**src/rtl/tofpet_readout_arbiter.sv**
```systemverilog
// Round-robin merger of NCH show-ahead TofPet data FIFOs into one registered output stream.
// Optional per-grant header word when TOFPET_ARB_HEADER_EN is defined (header mode assumes DW >= 32).
module tofpet_readout_arbiter #(
    parameter int DW  = 32,
    parameter int NCH = 6
) (
    input  logic              CK,
    input  logic              RESET,
    input  logic [NCH*DW-1:0] FIFO_DATA,
    input  logic [NCH-1:0]    FIFO_EMPTY,
    output logic [NCH-1:0]    FIFO_READ,
    input  logic [NCH-1:0]    CH_ENABLE,
    input  logic [7:0]        BURST_LEN,
    output logic [DW-1:0]     OUT_DATA,
    output logic [2:0]        OUT_CH,
    output logic              OUT_VALID,
    input  logic              OUT_READY,
    output logic              BUSY,
    output logic [2:0]        GRANT_CH
);

`ifdef TOFPET_ARB_HEADER_EN
    typedef enum logic [1:0] {IDLE, HDR, XFER} state_t;
`else
    typedef enum logic [1:0] {IDLE, XFER} state_t;
`endif

    state_t          state_q, state_d;
    logic [2:0]      grant_q, grant_d;
    logic [2:0]      last_q, last_d;
    logic [7:0]      wcnt_q, wcnt_d;
    logic [DW-1:0]   out_data_q, out_data_d;
    logic [2:0]      out_ch_q, out_ch_d;
    logic            out_valid_q, out_valid_d;

    logic [NCH-1:0]  req;
    logic            slot_free;
    logic            burst_ok;
    logic            pop;
    logic [7:0]      wcnt_n;

    // Search upward from the channel after the last grant, wrapping at NCH.
    function automatic logic [2:0] rr_pick(input logic [2:0] last, input logic [NCH-1:0] r);
        logic [2:0] pick;
        logic       found;
        int         idx;
        pick  = last;
        found = 1'b0;
        for (int i = 1; i <= NCH; i++) begin
            idx = int'(last) + i;
            if (idx >= NCH) idx = idx - NCH;
            if (!found && r[idx]) begin
                pick  = 3'(idx);
                found = 1'b1;
            end
        end
        return pick;
    endfunction

`ifdef TOFPET_ARB_HEADER_EN
    function automatic logic [DW-1:0] hdr_word(input logic [2:0] g);
        logic [31:0] w;
        w = {16'hC0DE, 13'b0, g};
        return DW'(w);
    endfunction
`endif

    always_comb begin
        state_d     = state_q;
        grant_d     = grant_q;
        last_d      = last_q;
        wcnt_d      = wcnt_q;
        out_data_d  = out_data_q;
        out_ch_d    = out_ch_q;
        out_valid_d = out_valid_q;
        FIFO_READ   = '0;
        pop         = 1'b0;
        wcnt_n      = wcnt_q;

        req       = ~FIFO_EMPTY & CH_ENABLE;
        slot_free = ~out_valid_q | OUT_READY;
        burst_ok  = (BURST_LEN == 8'd0) || (wcnt_q < BURST_LEN);

        if (OUT_READY) out_valid_d = 1'b0;

        case (state_q)
            IDLE: begin
                if (|req) begin
                    grant_d = rr_pick(last_q, req);
`ifdef TOFPET_ARB_HEADER_EN
                    state_d = HDR;
`else
                    state_d = XFER;
`endif
                end
            end
`ifdef TOFPET_ARB_HEADER_EN
            HDR: begin
                if (slot_free) begin
                    out_data_d  = hdr_word(grant_q);
                    out_ch_d    = grant_q;
                    out_valid_d = 1'b1;
                    state_d     = XFER;
                end
            end
`endif
            XFER: begin
                pop = ~FIFO_EMPTY[grant_q] & CH_ENABLE[grant_q] & slot_free & burst_ok;
                FIFO_READ[grant_q] = pop;
                if (pop) begin
                    out_data_d  = FIFO_DATA[grant_q*DW +: DW];
                    out_ch_d    = grant_q;
                    out_valid_d = 1'b1;
                    wcnt_n      = (wcnt_q == 8'hFF) ? wcnt_q : wcnt_q + 8'd1;
                    wcnt_d      = wcnt_n;
                end
                // Exit uses the post-pop count, so a shrunk BURST_LEN also ends the burst.
                if (FIFO_EMPTY[grant_q] || !CH_ENABLE[grant_q] ||
                    ((BURST_LEN != 8'd0) && (wcnt_n >= BURST_LEN))) begin
                    state_d = IDLE;
                    last_d  = grant_q;
                    wcnt_d  = 8'd0;
                end
            end
            default: state_d = IDLE;
        endcase
    end

    always_ff @(posedge CK or posedge RESET) begin
        if (RESET) begin
            state_q     <= IDLE;
            grant_q     <= 3'd0;
            last_q      <= 3'(NCH - 1);
            wcnt_q      <= 8'd0;
            out_data_q  <= '0;
            out_ch_q    <= 3'd0;
            out_valid_q <= 1'b0;
        end else begin
            state_q     <= state_d;
            grant_q     <= grant_d;
            last_q      <= last_d;
            wcnt_q      <= wcnt_d;
            out_data_q  <= out_data_d;
            out_ch_q    <= out_ch_d;
            out_valid_q <= out_valid_d;
        end
    end

    assign OUT_DATA  = out_data_q;
    assign OUT_CH    = out_ch_q;
    assign OUT_VALID = out_valid_q;
    assign BUSY      = (state_q != IDLE);
    assign GRANT_CH  = grant_q;

endmodule

```
**config.mk**
```make
export PLATFORM = sky130hd
export DESIGN_NAME = tofpet_readout_arbiter
export DESIGN_NICKNAME = d
export VERILOG_FILES = /design/src/rtl/tofpet_readout_arbiter.sv
export SDC_FILE = /design/constraint.sdc
export NUM_CORES = 1
export LEC_CHECK = 0
export CAP_MARGIN = 40
export CELL_PAD_IN_SITES_DETAIL_PLACEMENT = 1
export CELL_PAD_IN_SITES_GLOBAL_PLACEMENT = 1
export CORE_MARGIN = 4
export CORE_UTILIZATION = 30
export DETAILED_ROUTE_END_ITERATION = 16
export PLACE_DENSITY_LB_ADDON = 0.1
export SYNTH_ARGS = -nofsm -noshare
export SYNTH_HDL_FRONTEND = slang
export SYNTH_SLANG_ARGS = --single-unit
export TNS_END_PERCENT = 50
```
**constraint.sdc**
```tcl
create_clock -name CK -period 10.6 [get_ports CK]
set_clock_uncertainty 0.2 [all_clocks]
set_input_delay 1.06 -clock CK [delete_from_list [all_inputs] [get_ports CK]]
set_output_delay 1.06 -clock CK [all_outputs]
set_load 0.03 [all_outputs]
```
# After elaboration in Yosys (flattened, before gate mapping)
# Index checks and enable logic that the tools add are counted.
dict set report totals {
  regBits 52
  input_bits 215
  output_inout_bits 46
  wordCells 149
}
dict set report op_classes {
  add_sub_neg 13
  magnitude_cmp 16
  n_eq_ne 4
  n_shift 1
  muxes 74
  n_bitwise 9
  reduce_logical 25
}
# operator n
set op_table {}
lappend op_table {{$mux 32} 18}
lappend op_table {{$lt 32x5->1 const B} 6}
lappend op_table {{$shiftx 192x9->32} 1}
lappend op_table {{$mux 1} 33}
lappend op_table {{$mux 8} 4}
lappend op_table {{$sub 4x3->5 const B} 6}
lappend op_table {{$bmux 1 s3} 8}
lappend op_table {{$ge 4x3->1 const B} 6}
lappend op_table {{$mux 3} 6}
lappend op_table {{$add 3x3->4 const B} 3}
lappend op_table {{$and 6x6->6} 2}
lappend op_table {{$add 3x2->4 const B} 2}
lappend op_table {{$add 8x1->8 const B} 1}
lappend op_table {{$eq 8x8->1 const B} 1}
lappend op_table {{$ge 8x8->1} 1}
lappend op_table {{$logic_not 8->1} 1}
lappend op_table {{$lt 8x8->1} 1}
lappend op_table {{$reduce_and 2->1} 4}
lappend op_table {{$reduce_bool 8->1} 1}
lappend op_table {{$logic_and 1x1->1} 7}
lappend op_table {{$logic_not 1->1} 6}
lappend op_table {{$mux 6} 1}
lappend op_table {{$not 6->6} 1}
lappend op_table {{$reduce_or 6->1} 1}
lappend op_table {{other kinds (14)} 21}

# Depth between registers and ports, before layout
dict set report depth {
  ltp_word 34
  mapped_depth 18
}

# Least setup slack after synthesis
# OpenSTA, ideal clock, no wires.
dict set report synth_path {
  path_type {input port to flip-flop}
  startpoint {in BURST_LEN[1]}
  endpoint {reg last_q[1]}
  setup_ps 125
  arrival_time_ps 4309
  required_time_ps 10275
  setup_slack_ps 5967
  stages 17
  n_path_buf 0
  cell_sequence {inv_1 -> ha_1 -> a21o_1 -> a21o_1 -> a211oi_2 -> o31ai_2 -> or4b_4 -> xnor2_1 -> ha_1 -> nand4_1 -> o21ai_0 -> nor3_1 -> o21ai_0 -> a21oi_1 -> inv_1 -> nand2_1 -> mux2_2}
}
dict set report synth_via {
  elab_chain_cells 9
  word_cells_on_any_way 11
}
# element line
set synth_lines {}
lappend synth_lines {{from (decl)} 13} ;# input logic [7:0] BURST_LEN,
lappend synth_lines {{$lt 8x8->1 / $logic_not 8->1 (equally long branches)} 82} ;# burst_ok = (BURST_LEN == 8'd0) || (wcnt_q < BURST_LEN);
lappend synth_lines {{$logic_or 1x1->1} 82}
lappend synth_lines {{$and 1x1->1} 108} ;# pop = ~FIFO_EMPTY[grant_q] & CH_ENABLE[grant_q] & slot_free & burst_ok;
lappend synth_lines {{$mux 8} n/a}
lappend synth_lines {{$mux 8} 86} ;# case (state_q)
lappend synth_lines {{$ge 8x8->1} 119} ;# ((BURST_LEN != 8'd0) && (wcnt_n >= BURST_LEN))) begin
lappend synth_lines {{$logic_and 1x1->1 *} 119}
lappend synth_lines {{$logic_or 1x1->1 *} 118} ;# if (FIFO_EMPTY[grant_q] || !CH_ENABLE[grant_q] ||
lappend synth_lines {{$reduce_and 2->1 (no source line) *} n/a}
lappend synth_lines {{to (signal assigned)} 133} ;# last_q <= 3'(NCH - 1);
lappend synth_lines {{to (signal assigned)} 141} ;# last_q <= last_d;
lappend synth_lines {{to (decl)} 30} ;# logic [2:0] last_q, last_d;
# Mark *: on every way between the ends. The rest lies on a longest branch, timed or not. The select of a mux whose other input is x is not followed.
# A chain may end at the register's enable or synchronous reset.

# Worst setup path in the final report
dict set report layout_path {
  startpoint {in CH_ENABLE[5]}
  endpoint {out FIFO_READ[5]}
}
dict set report layout_via {
  elab_chain_cells 7
}
# element line
set layout_lines {}
lappend layout_lines {{from (decl)} 12} ;# input logic [NCH-1:0] CH_ENABLE,
lappend layout_lines {{$bmux 1 s3} 108}
lappend layout_lines {{$mux 1 (not written as such)} 108}
lappend layout_lines {{$and 1x1->1 (3 in a row)} 108}
lappend layout_lines {{$and 6x6->6 (no source line)} n/a}
lappend layout_lines {{$mux 6} 86}
lappend layout_lines {{to (decl)} 11} ;# output logic [NCH-1:0] FIFO_READ,
# Every way passes these cells. The select of a mux whose other input is x is not followed.

==> impl_metrics.csv <==
group,metric,value,unit
setup_path,cp_max_fo,75,
placement,place_area,7750,um^2
synthesis,synth_mux_area_share,17.2,%
finish,design_area,7890,um^2
detailed_routing,viasPerCell,5.40,
synthesis,synth_top_family_by_area,"compound AO/OA/AOI/OAI gates",
sta,hold_viol_final,0,
finish,finalNetCount,1070,
setup_path,start_kind,"input pin",
floorplan,ios,261,
clock_tree,cts_tree,"built",
grt,antenna_found_initial,0,
job,max_cap_viol_count,0,
setup_path,arrival,4380,ps
floorplan,core,16000,um^2
sta,rsz0062_at_grt,"no",
detailed_routing,wl_per_cell,21.0,um
detailed_routing,drt_iter0_drc,304,
clock_tree,numCtsBuffers,5,
floorplan,dieArea,18500,um^2
placement,gp_congestion,0.943,
clock_tree,root_buffer,"clkbuf_16",
synthesis,synthAdderAreaFrac,7.12,%
clock_tree,post-cts-setup-buffers,0,
clock_tree,cts_htree_levels,2,
floorplan,die_w,136,um
grt,grt_pass1_wl,33600,um
synthesis,yosysSeqAreaShare,26.0,%
clock_tree,clkTransAtPathRegs,70,ps
sta,finalCriticalPeriod,5640,ps
synthesis,yosysWarningCount,0,
clock_tree,hold_buffers,0,
finish,fillers,1870,
clock_tree,clock_latency,290,ps
placement,io_buffers,260,
run_status,status,"complete, no violations",
detailed_routing,dr_total_vias,5641,
synthesis,synthDominantCellAreaShare,24.9,%
synthesis,syn_avg_cell_area,8.36,um^2
synthesis,synthArstFlopShare,100,%
finish,drive_gt1_share,5.43,%
setup_path,crit_type,"in2out",
detailed_routing,drc,0,
pwr,power.leakage,3.16,nW
finish,syn_to_final_growth,60.3,%
sta,setup_tns,0,ps
placement,dp_hpwl,17900,um
pwr,vdd_drop_max,0.120,mV
setup_path,end_kind,"primary output",
synthesis,synth-seq-cells,51,
sta,slew_violations,0,
synthesis,syn_inst,589,
worst_hold_path,min_path_type,"reg2reg",
sta,slew_headroom,40.4,%
sta,fin_crit_sh,53.2,%
finish,n_antenna_cell,0,
synthesis,ys_top_cells_by_area,"dfrtp_1 (25%), mux2i_1 (15%), ha_1 (7.1%)",
floorplan,core.rowCount,46,
synthesis,ys.flop_type,"dfrtp_1",
grt,first_global_vias,6095,
floorplan,dieHeight,136,um
sta,worst_pin_slew,894,ps
synthesis,synth_nets,832,
synthesis,synth_edf_count,0,
synthesis,yosysTopAreaCell,"dfrtp_1",
grt,grt-ovfl-total,0,
setup_path,cp.required,9340,ps
synthesis,synth_xor_area_share,1.78,%
synthesis,synth_compound_area_share,26.4,%
detailed_routing,dr.pass1.iters,4,
clock_tree,cts_sinks,51,
sta,setup_viol,0,
pwr,p_per_area,245,nW/um^2
clock_tree,cts.repair.resized,0,
synthesis,synth.distinct_cells,71,
grt,grt_usage,22.9,%
grt,grt_start_max_net_pins,76,
synthesis,syn_area,4920,um^2
pwr,p_total,0.00193,W
sta,fmax,177,MHz
detailed_routing,ant_nets,0,
detailed_routing,wl,21900,um
clock_tree,clk_path_buf_depth,2,
floorplan,initial_core_util,30.8,%
synthesis,synth-simple-area-share,16.7,%
## path summary, 6_finish.rpt
kind | cells past startpoint | slack [ps] | startpoint | endpoint
max in group asynchronous | 3 | 8680 | RESET | GRANT_CH[2]
max reg2reg | 15 | 5880 | GRANT_CH[1] | last_q[1]
min reg2reg | 2 | 280 | OUT_CH[2] | OUT_CH[2]
min in group asynchronous | 3 | 1060 | RESET | OUT_DATA[22]
min | 2 | 280 | OUT_CH[2] | OUT_CH[2]
max | 10 | 4960 | CH_ENABLE[5] | FIFO_READ[5]
## final cells by class
class,instances,area [um^2],share of cell area [%]
Multi-Input combinational cell,476,3430,43.5
Timing Repair Buffer,269,2680,33.9
Sequential cell,51,1280,16.2
Tap cell,216,270,3.42
Clock buffer,6,129,1.63
Inverter,24,90.1,1.14
Clock inverter,2,12.5,0.159
## cell usage after synthesis, drive strengths merged (3+ instances only)
master  number
o22ai       26
mux2i       72
a21boi       3
inv         24
o211ai      12
a21o         3
clkbuf      29
nor2b       11
nand2b       9
or3          3
or3b         3
ha          28
o31ai        7
o21ai       63
xor2         3
a211oi      10
a311o        3
nand3        6
nand2       74
nor4         3
nor3         8
a21oi       17
or2          3
nor3b        5
nand4        3
dfrtp       49
mux2         9
a221oi      24
and3         6
nor2        16
buf          9
nand3b       3
xnor2        7
## cell families (layout without fill, tap and decap cells)
kind of cell,after synthesis,in the layout
compound gates,193,193
xor+xnor,10,10
fa+ha+maj,28,28
buf+inv,62,301
flops,51,51
mux,82,82
simple gates,163,163
## cell usage in the layout, fill, tap and decap left out, types with 12 or more instances in the layout
cell / n
ha_1: 28
o211ai_1: 12
dfrtp_1: 47
a221oi_1: 24
clkdlybuf4s50_1: 260
mux2i_1: 72
a21oi_1: 16
nand2_1: 74
o22ai_1: 26
o21ai_0: 58
inv_1: 20
nor2_1: 15
## worst max-delay path: stages
cell             delay [ps]
clkdlybuf4s50_1         440
nor2b_1                 330
a311oi_1                170
o32a_1                  400
a21oi_2                 220
o311ai_4                150
buf_4                   360
or2_2                   380
nor2_1                  140
clkdlybuf4s50_1         710
## registers in the layout (all words and copies together), names as in the netlist
| signal | count |
|---|---|
| last_q | 3 |
| state_q | 1 |
| OUT_CH | 3 |
| OUT_VALID | 1 |
| GRANT_CH | 3 |
| OUT_DATA | 32 |
| wcnt_q | 8 |
## where the power goes
part | internal [W] | switching (W) | total (W)
combinational | 0.000584 | 0.000822 | 0.00141
sequential | 0.000275 | 0.0000910 | 0.000366
clock | 0.0000873 | 0.0000717 | 0.000159
total | 0.000947 | 0.000985 | 0.00193
## layer usage
layer  share of wire, %  up-vias  track usage, %
met5                  0        -               0
met3                6.5       38            5.29
li1                   -     2696               -
met4                3.2        0            7.39
met1                 40     2719            26.9
met2                 50      188            41.0
## metrics by stage
step                      hold WS, ps  instances  util [%]  setup WS (ps)
after floorplan                   332        589         -           5970
after global placement            262       1035      48.4           4980
after detailed placement          267       1036      48.4           4830
after CTS                         284       1044      49.3           4950
after global routing              308       1044      49.3           4720
final                             279       1044      49.3           4960
Power figures use the tool's default switching activity.
